**config.mk**
```make
export PLATFORM = sky130hd
export DESIGN_NAME = bram_reader
export DESIGN_NICKNAME = d
export VERILOG_FILES = /design/src/rtl/bram_reader.sv
export SDC_FILE = /design/constraint.sdc
export NUM_CORES = 1
export LEC_CHECK = 0
export CORE_MARGIN = 1.5
export CORE_UTILIZATION = 25
export DETAILED_ROUTE_END_ITERATION = 10
export PLACE_DENSITY = 0.49
export SYNTH_ARGS = -nofsm -noshare
export SYNTH_HDL_FRONTEND = slang
export SYNTH_SLANG_ARGS = --single-unit
```
**constraint.sdc**
```tcl
create_clock -name clk -period 8.8 [get_ports clk]
set_input_delay 0.88 -clock clk [delete_from_list [all_inputs] [get_ports clk]]
set_output_delay 0.88 -clock clk [all_outputs]
set_load 0.01 [all_outputs]
```
**src/rtl/bram_reader.sv**
```systemverilog
`timescale 1ns/1ps
// bram_reader: sequential read-side engine for a dual-port BRAM.
// On start it sweeps count words from base_addr through one BRAM port,
// absorbs the BRAM's one-cycle registered read latency with a 2-entry
// output buffer, and streams words out over a valid/ready interface.
//
// Optional feature macro: BRAM_READER_HEX_EN adds a registered seven-segment
// decode (z) of the low nibble of the most recently popped word.
//
// Ports:
//   clk, reset             clock; asynchronous active-high reset
//   start, base_addr, count sweep request (sampled only while idle)
//   busy, done             sweep in progress; one-cycle completion pulse
//   bram_addr, bram_we     BRAM read port controls (we is always 0)
//   bram_q                 BRAM read data, one cycle after the address edge
//   out_data, out_valid    head of the output buffer
//   out_ready              consumer accept
//   z                      seven-segment {g..a}, only with BRAM_READER_HEX_EN
module bram_reader #(
  parameter int unsigned DATA_W = 48,
  parameter int unsigned ADDR_W = 10
) (
  input  logic              clk,
  input  logic              reset,
  input  logic              start,
  input  logic [ADDR_W-1:0] base_addr,
  input  logic [ADDR_W:0]   count,
  output logic              busy,
  output logic              done,
  output logic [ADDR_W-1:0] bram_addr,
  output logic              bram_we,
  input  logic [DATA_W-1:0] bram_q,
  output logic [DATA_W-1:0] out_data,
  output logic              out_valid,
  input  logic              out_ready
`ifdef BRAM_READER_HEX_EN
  ,
  output logic [6:0]        z
`endif
);

  localparam int unsigned CNT_W = ADDR_W + 1;

  typedef enum logic [1:0] {
    IDLE  = 2'd0,
    READ  = 2'd1,
    DRAIN = 2'd2
  } state_t;

  state_t              state_q, state_d;
  logic [ADDR_W-1:0]   addr_q, addr_d;
  logic [CNT_W-1:0]    rem_q, rem_d;
  logic                inflight_q, inflight_d;
  logic                vld0_q, vld0_d;
  logic                vld1_q, vld1_d;
  logic [DATA_W-1:0]   buf0_q, buf0_d;
  logic [DATA_W-1:0]   buf1_q, buf1_d;
  logic                busy_q, busy_d;
  logic                done_q, done_d;

  logic                pop;
  logic                push;
  logic                issue;
  logic [1:0]          occ_sum;

`ifdef BRAM_READER_HEX_EN
  logic [6:0]          z_q, z_d;

  // Standard 0-F glyphs, active-high segments {g,f,e,d,c,b,a}
  function automatic logic [6:0] hex7(input logic [3:0] v);
    logic [6:0] s;
    case (v)
      4'h0: s = 7'b0111111;
      4'h1: s = 7'b0000110;
      4'h2: s = 7'b1011011;
      4'h3: s = 7'b1001111;
      4'h4: s = 7'b1100110;
      4'h5: s = 7'b1101101;
      4'h6: s = 7'b1111101;
      4'h7: s = 7'b0000111;
      4'h8: s = 7'b1111111;
      4'h9: s = 7'b1101111;
      4'hA: s = 7'b1110111;
      4'hB: s = 7'b1111100;
      4'hC: s = 7'b0111001;
      4'hD: s = 7'b1011110;
      4'hE: s = 7'b1111001;
      default: s = 7'b1110001;
    endcase
    return s;
  endfunction
`endif

  // Buffer accounting: a read issued last cycle lands in the buffer this edge
  assign pop     = vld0_q && out_ready;
  assign push    = inflight_q;
  assign occ_sum = 2'(vld0_q) + 2'(vld1_q) + 2'(inflight_q);
  // occupancy + inflight - pop < 2, rearranged to avoid negative arithmetic
  assign issue   = (state_q == READ) && (pop ? (occ_sum < 2'd3) : (occ_sum < 2'd2));

  // Next-state, sweep control and buffer update
  always_comb begin
    state_d    = state_q;
    addr_d     = addr_q;
    rem_d      = rem_q;
    inflight_d = issue;
    vld0_d     = vld0_q;
    vld1_d     = vld1_q;
    buf0_d     = buf0_q;
    buf1_d     = buf1_q;
    busy_d     = busy_q;
    done_d     = 1'b0;
`ifdef BRAM_READER_HEX_EN
    z_d        = z_q;
    if (pop) begin
      z_d = hex7(buf0_q[3:0]);
    end
`endif

    case (state_q)
      IDLE: begin
        if (start) begin
          if (count != CNT_W'(0)) begin
            state_d = READ;
            addr_d  = base_addr;
            rem_d   = count;
            busy_d  = 1'b1;
          end else begin
            done_d  = 1'b1;
          end
        end
      end
      READ: begin
        if (issue) begin
          addr_d = ADDR_W'(addr_q + 1'b1);
          rem_d  = CNT_W'(rem_q - 1'b1);
          if (rem_q == CNT_W'(1)) begin
            state_d = DRAIN;
          end
        end
      end
      DRAIN: begin
        // Final word: popping the only buffered word with nothing in flight
        if (pop && !vld1_q && !inflight_q) begin
          state_d = IDLE;
          busy_d  = 1'b0;
          done_d  = 1'b1;
        end
      end
      default: begin
        state_d = IDLE;
        busy_d  = 1'b0;
      end
    endcase

    // Two-entry shift buffer; entry 0 is always the head
    case ({push, pop})
      2'b10: begin
        if (!vld0_q) begin
          buf0_d = bram_q;
          vld0_d = 1'b1;
        end else begin
          buf1_d = bram_q;
          vld1_d = 1'b1;
        end
      end
      2'b01: begin
        if (vld1_q) begin
          buf0_d = buf1_q;
        end
        vld0_d = vld1_q;
        vld1_d = 1'b0;
      end
      2'b11: begin
        if (vld1_q) begin
          buf0_d = buf1_q;
          buf1_d = bram_q;
        end else begin
          buf0_d = bram_q;
        end
      end
      default: ;
    endcase
  end

  // State register
  always_ff @(posedge clk or posedge reset) begin
    if (reset) begin
      state_q    <= IDLE;
      addr_q     <= '0;
      rem_q      <= '0;
      inflight_q <= 1'b0;
      vld0_q     <= 1'b0;
      vld1_q     <= 1'b0;
      buf0_q     <= '0;
      buf1_q     <= '0;
      busy_q     <= 1'b0;
      done_q     <= 1'b0;
`ifdef BRAM_READER_HEX_EN
      z_q        <= 7'b0000000;
`endif
    end else begin
      state_q    <= state_d;
      addr_q     <= addr_d;
      rem_q      <= rem_d;
      inflight_q <= inflight_d;
      vld0_q     <= vld0_d;
      vld1_q     <= vld1_d;
      buf0_q     <= buf0_d;
      buf1_q     <= buf1_d;
      busy_q     <= busy_d;
      done_q     <= done_d;
`ifdef BRAM_READER_HEX_EN
      z_q        <= z_d;
`endif
    end
  end

  assign busy      = busy_q;
  assign done      = done_q;
  assign bram_addr = addr_q;
  assign bram_we   = 1'b0;
  assign out_data  = buf0_q;
  assign out_valid = vld0_q;
`ifdef BRAM_READER_HEX_EN
  assign z         = z_q;
`endif

endmodule
```
# [Word level (Yosys, flattened, before mapping)]
# Index checks and enable logic that the tools add are counted.
[totals] wordCells=83 register_bits=124 out_inout_bits=62 inputBits=73
[classes] mux=33 reduce_logical=18 add_sub_neg=4 magnitude_cmp=2 bitwise_logic=1 eq_ne=15
[ops] cell="$mux 48" n=5
[ops] cell="$pmux 48 s3" n=1
[ops] cell="$pmux 48 s2" n=1
[ops] cell="$mux 11" n=3
[ops] cell="$mux 10" n=3
[ops] cell="$pmux 11 s2" n=1
[ops] cell="$pmux 10 s2" n=1
[ops] cell="$ne 2x2->1 const B" n=8
[ops] cell="$eq 11x1->1 const B" n=1
[ops] cell="$reduce_bool 11->1" n=1
[ops] cell="$sub 11x1->11 const B" n=1
[ops] cell="$add 10x1->10 const B" n=1
[ops] cell="$mux 2" n=5
[ops] cell="$mux 1" n=8
[ops] cell="$reduce_and 4->1" n=2
[ops] cell="$eq 2x2->1 const B" n=3
[ops] cell="$pmux 1 s2" n=3
[ops] cell="$pmux 2 s3" n=1
[ops] cell="$reduce_and 3->1" n=2
[ops] cell="$reduce_bool 2->1" n=3
[ops] cell="$reduce_and 5->1" n=1
[ops] cell="$eq 2x1->1 const B" n=2
[ops] cell="$logic_and 1x1->1" n=4
[ops] cell="$lt 2x2->1 const B" n=2
[ops] cell="other kinds (9)" n=10

# [Logic depth before layout (Yosys ltp)]
# Gate-level depths: netlist of run 1.
[depth] word_depth=7 mapped_depth=9 ltp_nobuf=7

# [Worst setup path before layout of run 1]
# Ideal clock, no wire load.
[synth_timing] kind="input to register" from="in out_ready" to="reg buf1_q[0]" n_path_buf=2 setup_slack_ps=6440 required_ps=8675 arrival_ps=2235 cell_stages=8 setup_time_ps=125 cell_sequence="nand2_1 -> inv_1 -> ha_1 -> mux2i_1 -> nor2_1 -> buf_2 -> buf_4 -> mux2_2"
[synth_between] elab_chain_len=4 word_cells_on_any_way=8 classes_between="4 x eq/ne; 1 x mux; 3 x reduce/logical"
[synth_rtl] element="start, declared" line_no="35" text="input logic out_ready"
[synth_rtl] element="$logic_and 1x1->1 *" line_no="95" text="assign pop = vld0_q && out_ready;"
[synth_rtl] element="$eq 2x2->1" line_no="157" text="case ({push, pop})"
[synth_rtl] element="$ne 2x2->1 (no source line) / $reduce_bool 2->1 (equally long branches)"
[synth_rtl] element="$reduce_and 3->1 (no source line)"
[synth_rtl] element="end signal, assigned" line_no="210" text="buf1_q <= buf1_d;"
[synth_rtl] element="end, declared" line_no="57" text="logic [DATA_W-1:0] buf1_q, buf1_d;"
# Mark *: on every way between the ends. The rest lies on a longest branch, timed or not.
# A chain may end at the register's enable or synchronous reset.

# [Final worst setup path of run 1]
[layout_timing] from="in count[3]" to="reg rem_q[4]"
[layout_between] elab_chain_len=3
[layout_rtl] element="start, declared" line_no="27" text="input logic [ADDR_W:0] count,"
[layout_rtl] element="$reduce_bool 11->1" line_no="123" text="if (count != CNT_W'(0)) begin"
[layout_rtl] element="$ne 2x2->1 (no source line)"
[layout_rtl] element="$reduce_and 4->1 (no source line)"
[layout_rtl] element="end signal, assigned" line_no="205" text="rem_q <= rem_d;"
[layout_rtl] element="end, declared" line_no="52" text="logic [CNT_W-1:0] rem_q, rem_d;"
# No other way between the ends.

==> results.py, run 1 <==
metrics = {
    "global_route": {
        "met2_usage_pct": 21.4,
        "grt_pass1_wl_um": 25100,
        "grtUsageTotal_pct": 13.4,
        "grt_pass1_vias": 4562,
        "gr-max-usage-layer": "met2",
        "grt_remaining_overflow": 0,
        "grt_start_max_net_pins": 77,
        "use_met1_pct": 18.1,
        "antenna_found_initial": 0,
        "grt_use_met3_pct": 3.35,
    },
    "cts": {
        "cts_made_buffers": 17,
        "clk_pin_slew_worst_paths_ps": 60,
        "postCtsSetupBuffers": 0,
        "ctsResizeCount": 0,
        "clock_path_buffers": 2,
        "clkSinkCount": 124,
        "holdBufCountCts": 0,
        "clock_latency_ps": 410,
        "cts-root-buf": "clkbuf_16",
        "cts_max_level": 4,
        "cts_tree": "built",
    },
    "worst_hold_path": {
        "hold_path_class": "reg2reg",
        "worstHoldStart": "out_data[16]",
    },
    "worst_setup_path": {
        "start_kind": "primary input",
        "crit_required_ps": 9070,
        "endpoint_kind": "flip-flop",
        "critPathArrivalTime_ps": 3270,
        "r2r-end": "bram_addr[0]",
        "cp_num_buf_inv": 1,
        "slowest_stage": "nand3_1",
        "r2r_cells": 6,
        "r2r_slack_ps": 5920,
        "setup.worst_path.end": "rem_q[4]",
        "startpoint": "count[3]",
        "path_cells": "clkdlybuf4s50_1 > nor4_1 > nand3_1 > nand2_1 > o21ai_0",
        "crit_type": "in2reg",
        "reg2reg_from": "out_valid",
        "slowest_delay_ps": 760,
        "critPathMaxFanout": 20,
        "cp_top_family": "simple AND/OR/NAND/NOR gates",
        "crit_cells": 5,
    },
    "placement": {
        "post-dp-hpwl_um": 10600,
        "port_buffers": 133,
        "place.gp.congestion": 0.831,
    },
    "yosys": {
        "yosys_warnings": 0,
        "yosysUniqueCellTypes": 47,
        "ys_seq_area_share_pct": 54.4,
        "netlist_area_mm2": 0.00571,
        "synthesis.nets": 614,
        "synth_top_area_share_pct": 54.4,
        "synthFlopType": "dfrtp_1",
        "synth_top_area_cell": "dfrtp_1",
        "synth-seq-cells": 124,
        "synth_edf_count": 0,
        "postSynthCellCount": 532,
        "synthTopCellsByArea": "dfrtp_1 54%, mux2_2 9.5%, a22oi_1 6.7%",
        "avgSynthCellArea_um2": 10.7,
        "postSynth.asyncResetShare_pct": 100,
    },
    "floorplan": {
        "fp.dieH_um": 154,
        "num_rows": 55,
        "initial_core_util_pct": 25.4,
        "io_pins": 135,
        "die_w_um": 154,
        "dieArea_mm2": 0.0237,
        "coreArea_mm2": 0.0225,
    },
    "sta": {
        "period_share_pct": 34.1,
        "setup_tns_ps": 0,
        "worst_pin_slew_ps": 1010,
        "skew_ps": 6.49,
        "drv_slew": 0,
        "relSlewSlack_pct": 32.8,
        "hold_viol": 0,
        "setup_violations": 0,
        "fmax_mhz": 333,
        "rsz0062_at_grt": "false",
        "period_needed_ps": 3000,
    },
    "route": {
        "drc": 0,
        "avgViaCountPerCell": 4.85,
        "drt_iter0_markers": 249,
        "drtPass1Iterations": 4,
        "ant_nets": 0,
        "via_count": 4608,
        "route.detailed.wl_per_inst_um": 16.3,
        "wl_um": 15500,
    },
    "power": {
        "p_per_area_mw_per_mm2": 408,
        "ir_drop_v": 0.000140,
        "p_leak_nw": 3.26,
    },
    "cells_and_area": {
        "nets": 734,
        "drive_gt1_share_pct": 14.9,
        "syn2layout_area_growth_pct": 39.4,
        "diodes": 0,
        "layout_commonest_cell": "clkdlybuf4s50_1",
        "utilization_pct": 35.4,
        "final_cell_mix": "133 x clkdlybuf4s50_1, 124 x dfrtp_1, 64 x nand2_1, 58 x o21ai_0, 51 x a22oi_1",
    },
    "outcome": {
        "status": "finished clean",
    },
    "flow_run": {
        "maxCapViolations": 0,
    },
}
==> worst min-delay path by stage <==
stage / slack, ps / depth (start not counted) / endpoint
6_report: 480 / 2 / out_data[16]
2_1_floorplan: 480 / 1 / buf1_q[0]
3_3_place_gp: 470 / 2 / out_data[15]
5_1_grt: 500 / 2 / out_data[17]
4_1_cts: 490 / 2 / out_data[16]
3_5_place_dp: 470 / 2 / out_data[16]
==> cell usage after synthesis, types with 2 or more instances <==
library cell,instances
dfrtp_1,124
nand2_1,65
o21ai_0,58
a22oi_1,51
mux2_2,48
a21oi_1,23
buf_2,17
clkbuf_1,17
nor2_1,15
a31oi_1,13
inv_1,10
nand3_1,10
ha_1,8
o22ai_1,8
o31ai_1,7
nor3_1,5
buf_4,4
nor4_1,4
and3_1,3
mux2i_1,3
nand2b_1,3
nand4_1,3
or3_1,3
a21o_1,2
a31o_2,2
nor4b_1,2
o2bb2ai_1,2
o32ai_1,2
o41ai_1,2
==> per-stage QoR <==
step	hold WS [ps]	setup WS, ps	cells	instance area, um^2	total power [W]
after floorplan	481	4620	532	5710	0.00192
after global placement	469	5450	918	7290	0.00244
after detailed placement	473	5370	918	7290	0.00248
after CTS	485	5820	950	7960	0.00328
after global routing	501	5650	950	7960	0.00348
final	478	5800	950	7960	0.00324
==> sequential cells by signal, summed over array words and instances, names as in the netlist <==
register	count
buf1_q	48
out_data	48
rem_q	11
bram_addr	10
state_q	2
busy	1
done	1
inflight_q	1
out_valid	1
vld1_q	1
==> final cells by class <==
| cell class | count | area, um^2 |
|---|---|---|
| clock buffer | 18 | 429 |
| clock inverter | 14 | 240 |
| fill | 2190 | 14500 |
| inverter | 10 | 40.0 |
| multi-input combinational | 360 | 2410 |
| sequential | 124 | 3100 |
| tap | 285 | 357 |
| timing repair buffer | 139 | 1380 |
==> cell families after synthesis <==
group	Yosys count	synth area share, %
muxes	51	10.0
DFF	124	54.4
and+or+nand+nor	121	9.80
other	1	0.0657
adders and majority gates	9	2.10
buffers and inverters	48	3.79
AOI/OAI and AO/OA	178	19.9
==> power breakdown <==
group | total, W | internal, W | switching (W)
sequential | 0.00106 | 0.000858 | 0.000203
clock | 0.000790 | 0.000533 | 0.000257
combinational | 0.00139 | 0.000664 | 0.000728
==> worst reg2reg max path, cell delays in order (launching register included) <==
cell and delay, ps:
dfrtp_1 410, inv_1 110, fa_1 550, a31oi_1 170, a21oi_2 810, nand2_1 400, o31ai_1 330
==> routing by layer <==
| layer | share of wire, % | routed length, um | vias to the layer above |
|---|---|---|---|
| li1 | - | - | 2197 |
| met3 | 4.3 | 665 | 11 |
| met1 | 47 | 7280 | 2279 |
| met4 | 1.0 | 155 | 0 |
| met2 | 48 | 7410 | 121 |
| met5 | 0 | 0 | - |
No activity file was read; power rests on OpenSTA's default activity.
==> inputs of run 2 (changes only) <==
Clock period 8.8 ns to 2.9 ns, I/O delays scaled along.
==> run 2 against run 1 <==
  * Setup slack got worse by 5200 ps
  * Clock skew grew 2.4 ps
  * Register-to-register slack worse by 5300 ps
  * Critical path depth up 1
  * Largest power group unchanged
  * Via count rose by 0.26%
  * Critical endpoint is now bram_addr[0]
==> results.py, run 2 (synthesis gave the netlist of run 1 again) <==
metrics = {
    "worst_setup_path": {
        "crit_required_ps": 3210,
        "setup.worst_path.end": "bram_addr[0]",
        "r2r_cells": 6,
        "startpoint": "vld1_q",
        "cp_top_family": "compound AO/OA/AOI/OAI gates",
        "r2r-end": "bram_addr[0]",
        "start_kind": "flip-flop",
        "path_cells": "inv_1 > fa_1 > a31oi_1 > a21oi_2 > nand2_1 > o31ai_1",
        "crit_type": "reg2reg",
        "endpoint_kind": "flip-flop",
        "critPathMaxFanout": 7,
        "critPathArrivalTime_ps": 2600,
        "reg2reg_from": "vld1_q",
        "cp_num_buf_inv": 1,
        "slowest_stage": "fa_1",
        "crit_cells": 6,
        "slowest_delay_ps": 500,
        "r2r_slack_ps": 610,
    },
    "sta": {
        "hold_viol": 0,
        "rsz0062_at_grt": "false",
        "layout_setup_ws_ps": 609,
        "drv_slew": 0,
        "setup_tns_ps": 0,
        "setup_violations": 0,
        "relSlewSlack_pct": 57.3,
        "worst_pin_slew_ps": 640,
        "fmax_mhz": 436,
        "period_share_pct": 79.0,
        "period_needed_ps": 2290,
        "skew_ps": 8.92,
        "hold_slack_ps": 136,
    },
    "power": {
        "p_leak_nw": 3.27,
        "p_per_area_mw_per_mm2": 1220,
        "ir_drop_v": 0.000429,
        "power_w": 0.00972,
    },
    "floorplan": {
        "io_pins": 135,
        "dieArea_mm2": 0.0237,
        "coreArea_mm2": 0.0225,
        "fp.dieH_um": 154,
        "num_rows": 55,
        "initial_core_util_pct": 25.4,
        "die_w_um": 154,
    },
    "cts": {
        "clock_path_buffers": 2,
        "postCtsSetupBuffers": 0,
        "ctsResizeCount": 0,
        "cts_max_level": 4,
        "clock_latency_ps": 420,
        "holdBufCountCts": 0,
        "cts_tree": "built",
        "clkSinkCount": 124,
        "cts_made_buffers": 17,
        "cts-root-buf": "clkbuf_16",
        "clk_pin_slew_worst_paths_ps": 50,
    },
    "cells_and_area": {
        "final_cell_mix": "133 x clkdlybuf4s50_1, 124 x dfrtp_1, 64 x nand2_1, 58 x o21ai_0, 51 x a22oi_1",
        "multi_input_area_mm2": 0.00241,
        "final_cells": 961,
        "final.fill_count": 2183,
        "regArea_mm2": 0.00310,
        "layout_commonest_cell": "clkdlybuf4s50_1",
        "nets": 745,
        "syn2layout_area_growth_pct": 40.0,
        "drive_gt1_share_pct": 15.9,
    },
    "global_route": {
        "grt_remaining_overflow": 0,
        "antenna_found_initial": 1,
        "grt_pass1_vias": 4701,
        "grtUsageTotal_pct": 13.8,
        "grt_start_max_net_pins": 65,
        "grt_pass1_wl_um": 25600,
    },
    "outcome": {
        "status": "finished clean",
    },
    "flow_run": {
        "maxCapViolations": 0,
    },
    "route": {
        "route.detailed.wl_per_inst_um": 16.4,
        "ant_nets": 0,
        "drt_iter0_markers": 239,
        "avgViaCountPerCell": 4.81,
        "drc": 0,
        "drtPass1Iterations": 5,
        "via_count": 4620,
        "wl_um": 15800,
    },
    "placement": {
        "dp.cells": 929,
        "post-dp-hpwl_um": 10700,
        "place.gp.congestion": 0.815,
        "place_ws_ps": 518,
        "port_buffers": 133,
    },
    "worst_hold_path": {
        "hold_path_class": "in2async",
    },
}
run 2: changes by cell type in the layout (fill, tap and decap cells not counted):
cell	delta
bufinv_16	-4
buf_4	+7
buf_12	+4
clkbuf_8	+1
inv_6	-2
clkinv_4	+1
diode_2	+1
clkinvlp_4	+2
inv_4	-1
clkbuf_1	+2
run 2: per-layer routing:
layer,vias up,global-route usage (%),share of wire [%]
met5,-,0,0
met4,0,6.29,1.9
met3,16,4.06,6.6
met2,152,20.8,46
met1,2235,18.1,45
li1,2217,-,-
run 2: worst register-to-register path, delay by kind of cell, from the launching register on:
kind / cells / cell delay [ps]
AOI/OAI and AO/OA: 3 / 840
adders and majority gates: 1 / 500
and+or+nand+nor: 1 / 280
buffers and inverters: 1 / 110
DFF: 1 / 480
run 2: how the worst min path moves through the flow:
stage            startpoint      endpoint  cells after the start
2_1_floorplan  base_addr[1]  bram_addr[1]                      2
3_3_place_gp   out_data[21]  out_data[21]                      2
3_5_place_dp   out_data[21]  out_data[21]                      2
4_1_cts               reset    buf1_q[41]                      2
5_1_grt               reset    buf1_q[41]                      2
6_report              reset    buf1_q[41]                      2
run 2: metrics by stage:
step                util [%]  area, um^2
CTS                     35.5        7990
finish                  35.5        7990
global placement        33.0        7420
detailed placement      33.0        7420
global route            35.5        7990
floorplan                  -        5710
run 2: cell type report:
| cell class | count | area share (%) |
|---|---|---|
| Tap cell | 285 | 4.46 |
| Antenna cell | 1 | 0.0313 |
| Clock inverter | 10 | 1.49 |
| Inverter | 10 | 0.517 |
| Multi-Input combinational cell | 360 | 30.2 |
| Clock buffer | 21 | 5.64 |
| Timing Repair Buffer | 150 | 18.9 |
| Sequential cell | 124 | 38.8 |
run 2: report_power, final:
| part | internal, W | total [W] | switching (W) |
|---|---|---|---|
| clock network | 0.00128 | 0.00206 | 0.000782 |
| registers | 0.00260 | 0.00318 | 0.000582 |
| logic | 0.00219 | 0.00447 | 0.00229 |
| total | 0.00607 | 0.00972 | 0.00365 |
